File: src/rtl/stb_stretcher.sv
// stb_stretcher: per-channel strobe stretcher with retrigger/queue modes.
//
// Each channel turns a one-cycle strobe into a pulse of max(len,1) cycles.
// In retrigger mode a strobe during a pulse extends it; in queue mode it is
// counted in a small pending counter and replayed after a one-cycle gap.
//
// Ports:
//   clk      in   single clock, rising edge
//   reset    in   asynchronous active-high reset
//   stb_in   in   [NCH] one-cycle input strobes
//   len      in   [CW]  pulse length in clk cycles (0 treated as 1)
//   retrig   in   1 = retrigger (extend), 0 = queue
//   clr_ovf  in   clears all sticky overflow flags
//   stb_out  out  [NCH] registered stretched strobes
//   busy     out  [NCH] registered, channel not IDLE
//   ovf      out  [NCH] registered sticky pending-counter overflow
//
// state  | meaning
// IDLE   | no pulse, nothing pending
// ACTIVE | stb_out high, cnt counts remaining cycles (cnt==1 is the last)
// GAP    | one low cycle between queued pulses
module stb_stretcher #(
    parameter int NCH = 4,
    parameter int CW  = 8,
    parameter int PW  = 2
) (
    input  logic           clk,
    input  logic           reset,
    input  logic [NCH-1:0] stb_in,
    input  logic [CW-1:0]  len,
    input  logic           retrig,
    input  logic           clr_ovf,
    output logic [NCH-1:0] stb_out,
    output logic [NCH-1:0] busy,
    output logic [NCH-1:0] ovf
);

    typedef enum logic [1:0] {
        ST_IDLE   = 2'd0,
        ST_ACTIVE = 2'd1,
        ST_GAP    = 2'd2
    } state_e;

    localparam logic [PW-1:0] PEND_MAX = '1;

    state_e         state_q [NCH];
    state_e         state_d [NCH];
    logic [CW-1:0]  cnt_q   [NCH];
    logic [CW-1:0]  cnt_d   [NCH];
    logic [PW-1:0]  pend_q  [NCH];
    logic [PW-1:0]  pend_d  [NCH];
    logic [PW-1:0]  pend_inc[NCH];
    logic [NCH-1:0] inc_req;
    logic [NCH-1:0] inc_ok;
    logic [NCH-1:0] stb_out_q, stb_out_d;
    logic [NCH-1:0] busy_q, busy_d;
    logic [NCH-1:0] ovf_q, ovf_d;
    logic [CW-1:0]  len_eff;

    assign len_eff = (len == '0) ? CW'(1) : len;

    always_comb begin
        for (int i = 0; i < NCH; i++) begin
            state_d[i]  = state_q[i];
            cnt_d[i]    = cnt_q[i];
            ovf_d[i]    = ovf_q[i] & ~clr_ovf;

            // Strobes that are queued rather than starting/extending a pulse.
            inc_req[i]  = stb_in[i] &&
                          ((state_q[i] == ST_ACTIVE && !retrig) || state_q[i] == ST_GAP);
            inc_ok[i]   = inc_req[i] && (pend_q[i] != PEND_MAX);
            if (inc_req[i] && (pend_q[i] == PEND_MAX)) begin
                ovf_d[i] = 1'b1;    // set beats clear
            end
            pend_inc[i] = inc_ok[i] ? pend_q[i] + PW'(1) : pend_q[i];
            pend_d[i]   = pend_inc[i];

            case (state_q[i])
                ST_IDLE: begin
                    if (stb_in[i]) begin
                        state_d[i] = ST_ACTIVE;
                        cnt_d[i]   = len_eff;
                    end
                end
                ST_ACTIVE: begin
                    if (stb_in[i] && retrig) begin
                        cnt_d[i] = len_eff;
                    end else if (cnt_q[i] <= CW'(1)) begin
                        cnt_d[i]   = '0;
                        // Pending check includes a strobe queued in this same cycle.
                        state_d[i] = (pend_inc[i] != '0) ? ST_GAP : ST_IDLE;
                    end else begin
                        cnt_d[i] = cnt_q[i] - CW'(1);
                    end
                end
                ST_GAP: begin
                    state_d[i] = ST_ACTIVE;
                    cnt_d[i]   = len_eff;
                    pend_d[i]  = pend_inc[i] - PW'(1);
                end
                default: begin
                    state_d[i] = ST_IDLE;
                    cnt_d[i]   = '0;
                    pend_d[i]  = '0;
                end
            endcase

            stb_out_d[i] = (state_d[i] == ST_ACTIVE);
            busy_d[i]    = (state_d[i] != ST_IDLE);
        end
    end

    always_ff @(posedge clk or posedge reset) begin
        if (reset) begin
            for (int i = 0; i < NCH; i++) begin
                state_q[i] <= ST_IDLE;
                cnt_q[i]   <= '0;
                pend_q[i]  <= '0;
            end
            stb_out_q <= '0;
            busy_q    <= '0;
            ovf_q     <= '0;
        end else begin
            for (int i = 0; i < NCH; i++) begin
                state_q[i] <= state_d[i];
                cnt_q[i]   <= cnt_d[i];
                pend_q[i]  <= pend_d[i];
            end
            stb_out_q <= stb_out_d;
            busy_q    <= busy_d;
            ovf_q     <= ovf_d;
        end
    end

    assign stb_out = stb_out_q;
    assign busy    = busy_q;
    assign ovf     = ovf_q;

endmodule

File: config.mk
export PLATFORM = sky130hd
export DESIGN_NAME = stb_stretcher
export DESIGN_NICKNAME = d
export VERILOG_FILES = /design/src/rtl/stb_stretcher.sv
export SDC_FILE = /design/constraint.sdc
export NUM_CORES = 1
export LEC_CHECK = 0
export ABC_AREA = 1
export ABC_CLOCK_PERIOD_IN_PS = 1790
export CAP_MARGIN = 15
export CORE_UTILIZATION = 53
export CTS_CLUSTER_SIZE = 20
export DETAILED_ROUTE_END_ITERATION = 10
export PLACE_DENSITY = 0.76
export SLEW_MARGIN = 0
export SYNTH_ARGS = -nofsm -noshare
export SYNTH_HDL_FRONTEND = slang
export SYNTH_SLANG_ARGS = --single-unit
export TNS_END_PERCENT = 10
File: constraint.sdc
create_clock -name clk -period 1.79 [get_ports clk]
set_input_delay 0.358 -clock clk [delete_from_list [all_inputs] [get_ports clk]]
set_output_delay 0.358 -clock clk [all_outputs]
set_load 0.1 [all_outputs]
* After elaboration in Yosys (flattened, before gate mapping)
Index checks and enable logic that the tools add are counted.
** Word-level totals
- Bits in registers :: 60
- Input bits :: 16
- Output and inout bits :: 12
- Logic and storage cells :: 151
** Cells by class
- $add $sub $neg :: 12
- Magnitude comparators :: 4
- Eq/ne operators :: 24
- Mux-type cells :: 49
- Bitwise logic cells :: 5
- Reductions and logical operators :: 42
** Operators by type and width (number)
- two-way mux 8 bit :: 13
- case mux 8 bit (3 select lines) :: 4
- two-way mux 2 bit :: 20
- less-or-equal comparator 8 x 1 -> 1 bit (second input constant) :: 4
- subtractor 8 x 1 -> 8 bit (second input constant) :: 4
- case mux 2 bit (3 select lines) :: 4
- logical AND 1 bit :: 20
- == test 2 x 1 -> 1 bit (second input constant) :: 8
- == test 2 bit (second input constant) :: 8
- inequality test 2 bit (second input constant) :: 8
- case mux 2 bit (2 select lines) :: 4
- nonzero test 2 bit :: 8
- adder 2 x 1 -> 2 bit (second input constant) :: 4
- logical NOT 2 bit :: 4
- logical NOT 8 bit :: 1
- OR reduction 2 bit :: 4
- subtractor 2 x 1 -> 2 bit (second input constant) :: 4
- AND 1 bit :: 4
- logical OR 1 bit :: 4
- two-way mux 1 bit :: 4
- logical NOT 1 bit :: 1
- inverter 1 bit :: 1

* Depth between registers and ports, before layout
- Depth in word-level cells :: 12
- Gate-level depth with buffers :: 11
- Depth with buffers taken out :: 11

* Worst setup path after synthesis
Ideal clock, no wire load.
- Path type :: register to register
- Start point :: reg state_q[5] (netlist bit)
- End point :: reg busy_q[1] (netlist: busy[1])
- Setup time :: 0.084 ns
- Arrival :: 1.665 ns
- Data required time :: 1.706 ns
- Path slack :: 0.041 ns
- Cell stages (with the launch flop) :: 9
- Buffers on the path :: 0
- Clock period less this slack :: 1.749 ns
- Cells stage by stage :: dfrtp_1 > inv_1 > nand2_2 > o21ai_0 > nand3_1 > xor2_1 > ha_1 > or2_2 > o21ai_0
** Between the ends
- Word-level cells in the longest chain between the ends :: 12
- Elaborated cells on any way between the ends :: 15
- Classes of those cells :: eq/ne: 2; mux: 6; reduce/logical: 7
** RTL lines
- start, declared :: RTL line 46 : state_e state_q [NCH];
- start signal, assigned by index :: RTL line 125 : state_q[i] <= state_d[i];
- == test 2 x 1 -> 1 bit :: RTL line 70, 78
- logical AND 1 bit :: RTL line 70 : ((state_q[i] == ST_ACTIVE && !retrig) || state_q[i] == ST_GAP);
- logical OR 1 bit :: RTL line 70
- logical AND 1 bit :: RTL line 69 : inc_req[i] = stb_in[i] &&
- logical AND 1 bit :: RTL line 71 : inc_ok[i] = inc_req[i] && (pend_q[i] != PEND_MAX);
- two-way mux 2 bit :: RTL line 75 : pend_inc[i] = inc_ok[i] ? pend_q[i] + PW'(1) : pend_q[i];
- nonzero test 2 bit :: RTL line 91 : state_d[i] = (pend_inc[i] != '0) ? ST_GAP : ST_IDLE;
- two-way mux 2 bit :: RTL line 91
- two-way mux 2 bit :: RTL line 88 : end else if (cnt_q[i] <= CW'(1)) begin
- two-way mux 2 bit :: RTL line 86 : if (stb_in[i] && retrig) begin
- case mux 2 bit (3 select lines) * :: RTL line 78 : case (state_q[i])
- nonzero test 2 bit * :: RTL line 109 : busy_d[i] = (state_d[i] != ST_IDLE);
- net busy_d[1] :: RTL line 56 : logic [NCH-1:0] busy_q, busy_d;
- end signal, assigned :: RTL line 130 : busy_q <= busy_d;
- end, declared :: RTL line 56
Mark *: on every way through the listed nets, which the timed path passes. The rest lies on a longest branch.
A chain may end at the register's enable or synchronous reset.

==> metrics.md <==
| Metric | Value |
|---|---|
| Total power | 8.13 mW |
| Slew margin rel. | 77.7% |
| Synth-to-Final Area Change | 34.4% |
| Core area | 0.00683 mm^2 |
| Largest net degree at the start of global routing | 61 |
| Final Skew | 7.47 ps |
| Synth warn | 0 |
| Die width | 86.4 um |
| CTS max path bufs | 2 |
| Diode count | 0 |
| Pleak | 2.55 nW |
| Yosys top cell by area | dfrtp_1 |
| Maximum clock rate | 0.570 GHz |
| Drt drc | 0 |
| Worst path required time | 2020 ps |
| Hold Vio Cnt, Final | 0 |
| Routed len/inst | 14.2 um |
| RD Place Congestion | 0.901 |
| Post-DP HPWL | 7460 um |
| Setup violation total in the final timing report | 0 |
| Syn Area/Cell | 7.08 um^2 |
| Final setup TNS | 0 ps |
| Starting DRT DRC Count | 272 |
| Max-Cap Viols | 0 |
| Seq cells post-synth | 60 |
| Largest family of logic cells by synthesized area | simple AND/OR/NAND/NOR gates |
| IO Pins | 28 |
| Fin nets | 663 |
| Most frequent cell after synthesis | nand2_1 |
| Initial antenna violation count | 0 |
| Status | completed |
| Share of layout cells above drive strength 1 | 20.8% |
| Max-slew violation count | 0 |
| CTS Buf Count | 9 |
| Post-place setup slack | -544 ps |
| First-pass GRT wire length | 17200 um |
| Simple-gate share of the synthesized area | 27.7% |
| RSZ-0062 raised after global routing | yes |
| Post-synth top cells | 103 x nand2_1, 86 x inv_1, 66 x nor2_1, 60 x dfrtp_1, 51 x o21ai_0 |
| Via count | 3997 |
| Die Height | 86.4 um |
| Worst Hold Class | in -> async |
| Grt total ovfl | 0 |
| Clk root buf | clkbuf_8 |
| PwrDens | 1600 mW/mm^2 |
| Number of flops mapped to enable cells by yosys | 0 |
| Clk_lat worst skew | 340 ps |
| Final Critical Period | 1750 ps |
| GRT Total Usage | 29.7% |
| Number of global-route vias before repair | 3906 |
| CTS sink cnt | 60 |
| Critical Path Source Type | flip-flop |
| Clock Pin Slew Worst Setup and Hold Paths | 60 ps |
| Post-Synth XOR/XNOR Area | 2.32% |
| Pre-Repair DR Iteration Count | 5 |
| CP endpoint kind | flip-flop |
| Initial Util | 55.3% |
| Compound-Gate Fraction of Synth Area | 15.5% |
| Routed wire length | 10400 um |
| Final WS setup | 36.7 ps |
| Reg2Reg Setup Slack | 40 ps |
| Design area | 0.00508 mm^2 |
| CTS tree | done |
| Number of vias per cell | 5.47 |
| Multiplexer share of the synthesized area | 0% |
| CP Class | reg -> reg |
| IO Port Bufs | 27 |
| Num rows | 30 |
| Peak supply drop | 0.897 mV |
| Final Cycle Share | 98.0% |
| Commonest register cell after synthesis | dfrtp_1 |
| Adder-cell area share of the yosys netlist | 5.30% |
| Sequential area share after synthesis | 39.7% |
| Crit-path max FO | 6 |
| Synthesized Nets | 566 |
| H-tree Lvls | 3 |
| Final cell count without fillers | 731 |
| Die Area | 0.00747 mm^2 |
| ANT nets after route | 0 |
| Fraction of synthesis flops using an asynchronous set or reset pin | 100% |
| Worst-Margin Slew | 332 ps |
| Cell area after synthesis | 0.00378 mm^2 |
| # hold bufs at CTS | 0 |
| DP Cell Count | 713 |
| Largest cells by area after synthesis | dfrtp_1 40%, nand2_1 10%, inv_1 8.5% |
| Yosys cell types | 31 |
| Cell count after synthesis | 534 |
| DP Area | 0.00474 mm^2 |
| Post-synth top area share | 39.7% |
| Critical Path AT | 1980 ps |
==> report_power, final <==
| group | switching [mW] | internal [mW] | total [mW] | leakage [nW] |
|---|---|---|---|---|
| Sequential | 0.508 | 1.94 | 2.45 | 0.685 |
| Combinational | 2.73 | 1.85 | 4.59 | 1.78 |
| Clock | 0.522 | 0.567 | 1.09 | 0.0893 |
==> critical path: stages, from the launching register on <==
cell and delay, ps:
dfrtp_2 470, inv_2 90, nand2_4 50, o21ai_4 180
nand3_4 110, xor2_2 250, ha_2 220, nor3_2 50
or2_4 220
==> sequential cells by signal, summed over array words and instances, names as in the netlist <==
register and flops:
pend_q 8, ovf 4, stb_out 4, busy 4, state_q 8, cnt_q 32
==> layout make-up <==
type	instances	area, um^2
inverter	89	338
sequential	60	1500
fill	535	1750
tap	96	120
clock buffer	13	159
multi-input combinational	380	2060
clock inverter	2	10.0
timing repair buffer	91	887
==> cell families (layout without fill, tap and decap cells) <==
logic type,count (synthesis),in the layout
XOR/XNOR,10,10
AO/OA/AOI/OAI,111,111
AND/OR/NAND/NOR,243,243
buffers and inverters,94,195
flip-flops,60,60
adder cells (fa/ha/maj),16,16
==> repair_timing <==
item | in CTS | in global routing
resized for setup | 10 | 36
setup buffers | 0 | 3
endpoints found under the setup margin | 9 | 11
pin swaps | 1 | 9
==> routing by layer <==
| layer | up-vias | part of all wire (%) | global-route usage, % |
|---|---|---|---|
| met5 | - | 0 | 0 |
| met4 | 0 | 3.6 | 13.3 |
| met3 | 37 | 5.4 | 4.76 |
| met2 | 158 | 50 | 51.5 |
| met1 | 1874 | 41 | 36.5 |
| li1 | 1928 | - | - |
==> worst paths after layout <==
path / start / end / cells after the start
worst max-delay path: state_q[3]$_DFF_PP0_ / busy[2]$_DFF_PP0_ / 8
worst min-delay path: reset / pend_q[6]$_DFF_PP0_ / 3
worst max register to register: state_q[3]$_DFF_PP0_ / busy[2]$_DFF_PP0_ / 8
min in group clk: cnt_q[10]$_DFFE_PP0P_ / cnt_q[10]$_DFFE_PP0P_ / 2
worst min register to register: cnt_q[10]$_DFFE_PP0P_ / cnt_q[10]$_DFFE_PP0P_ / 2
max in group asynchronous: reset / state_q[3]$_DFF_PP0_ / 3
==> layout by cell type, fill, tap and decap left out, types with 2 or more instances in the layout <==
cell type,n
a21oi_1,46
a22oi_1,4
buf_12,13
buf_4,62
clkbuf_1,2
clkbuf_8,11
clkdlybuf4s50_1,15
clkinv_2,2
dfrtp_1,59
ha_1,12
ha_2,3
inv_1,82
inv_2,6
nand2_1,100
nand2_2,4
nand3_1,41
nand3_2,4
nand4_1,7
nor2_1,63
nor2_2,4
nor2_4,2
nor3_1,5
nor3_2,2
o211ai_1,2
o21ai_0,41
o21ai_1,6
o21ai_2,3
o21ai_4,2
o22ai_1,4
or2_1,2
or2_2,2
xor2_1,8
xor2_2,2
==> per-stage QoR <==
stage	util, %	hold slack [ps]
after floorplan	-	454
after global placement	69.4	484
after detailed placement	69.4	493
after CTS	72.3	464
after global routing	74.3	493
final	74.3	436
Power figures use the tool's default switching activity.
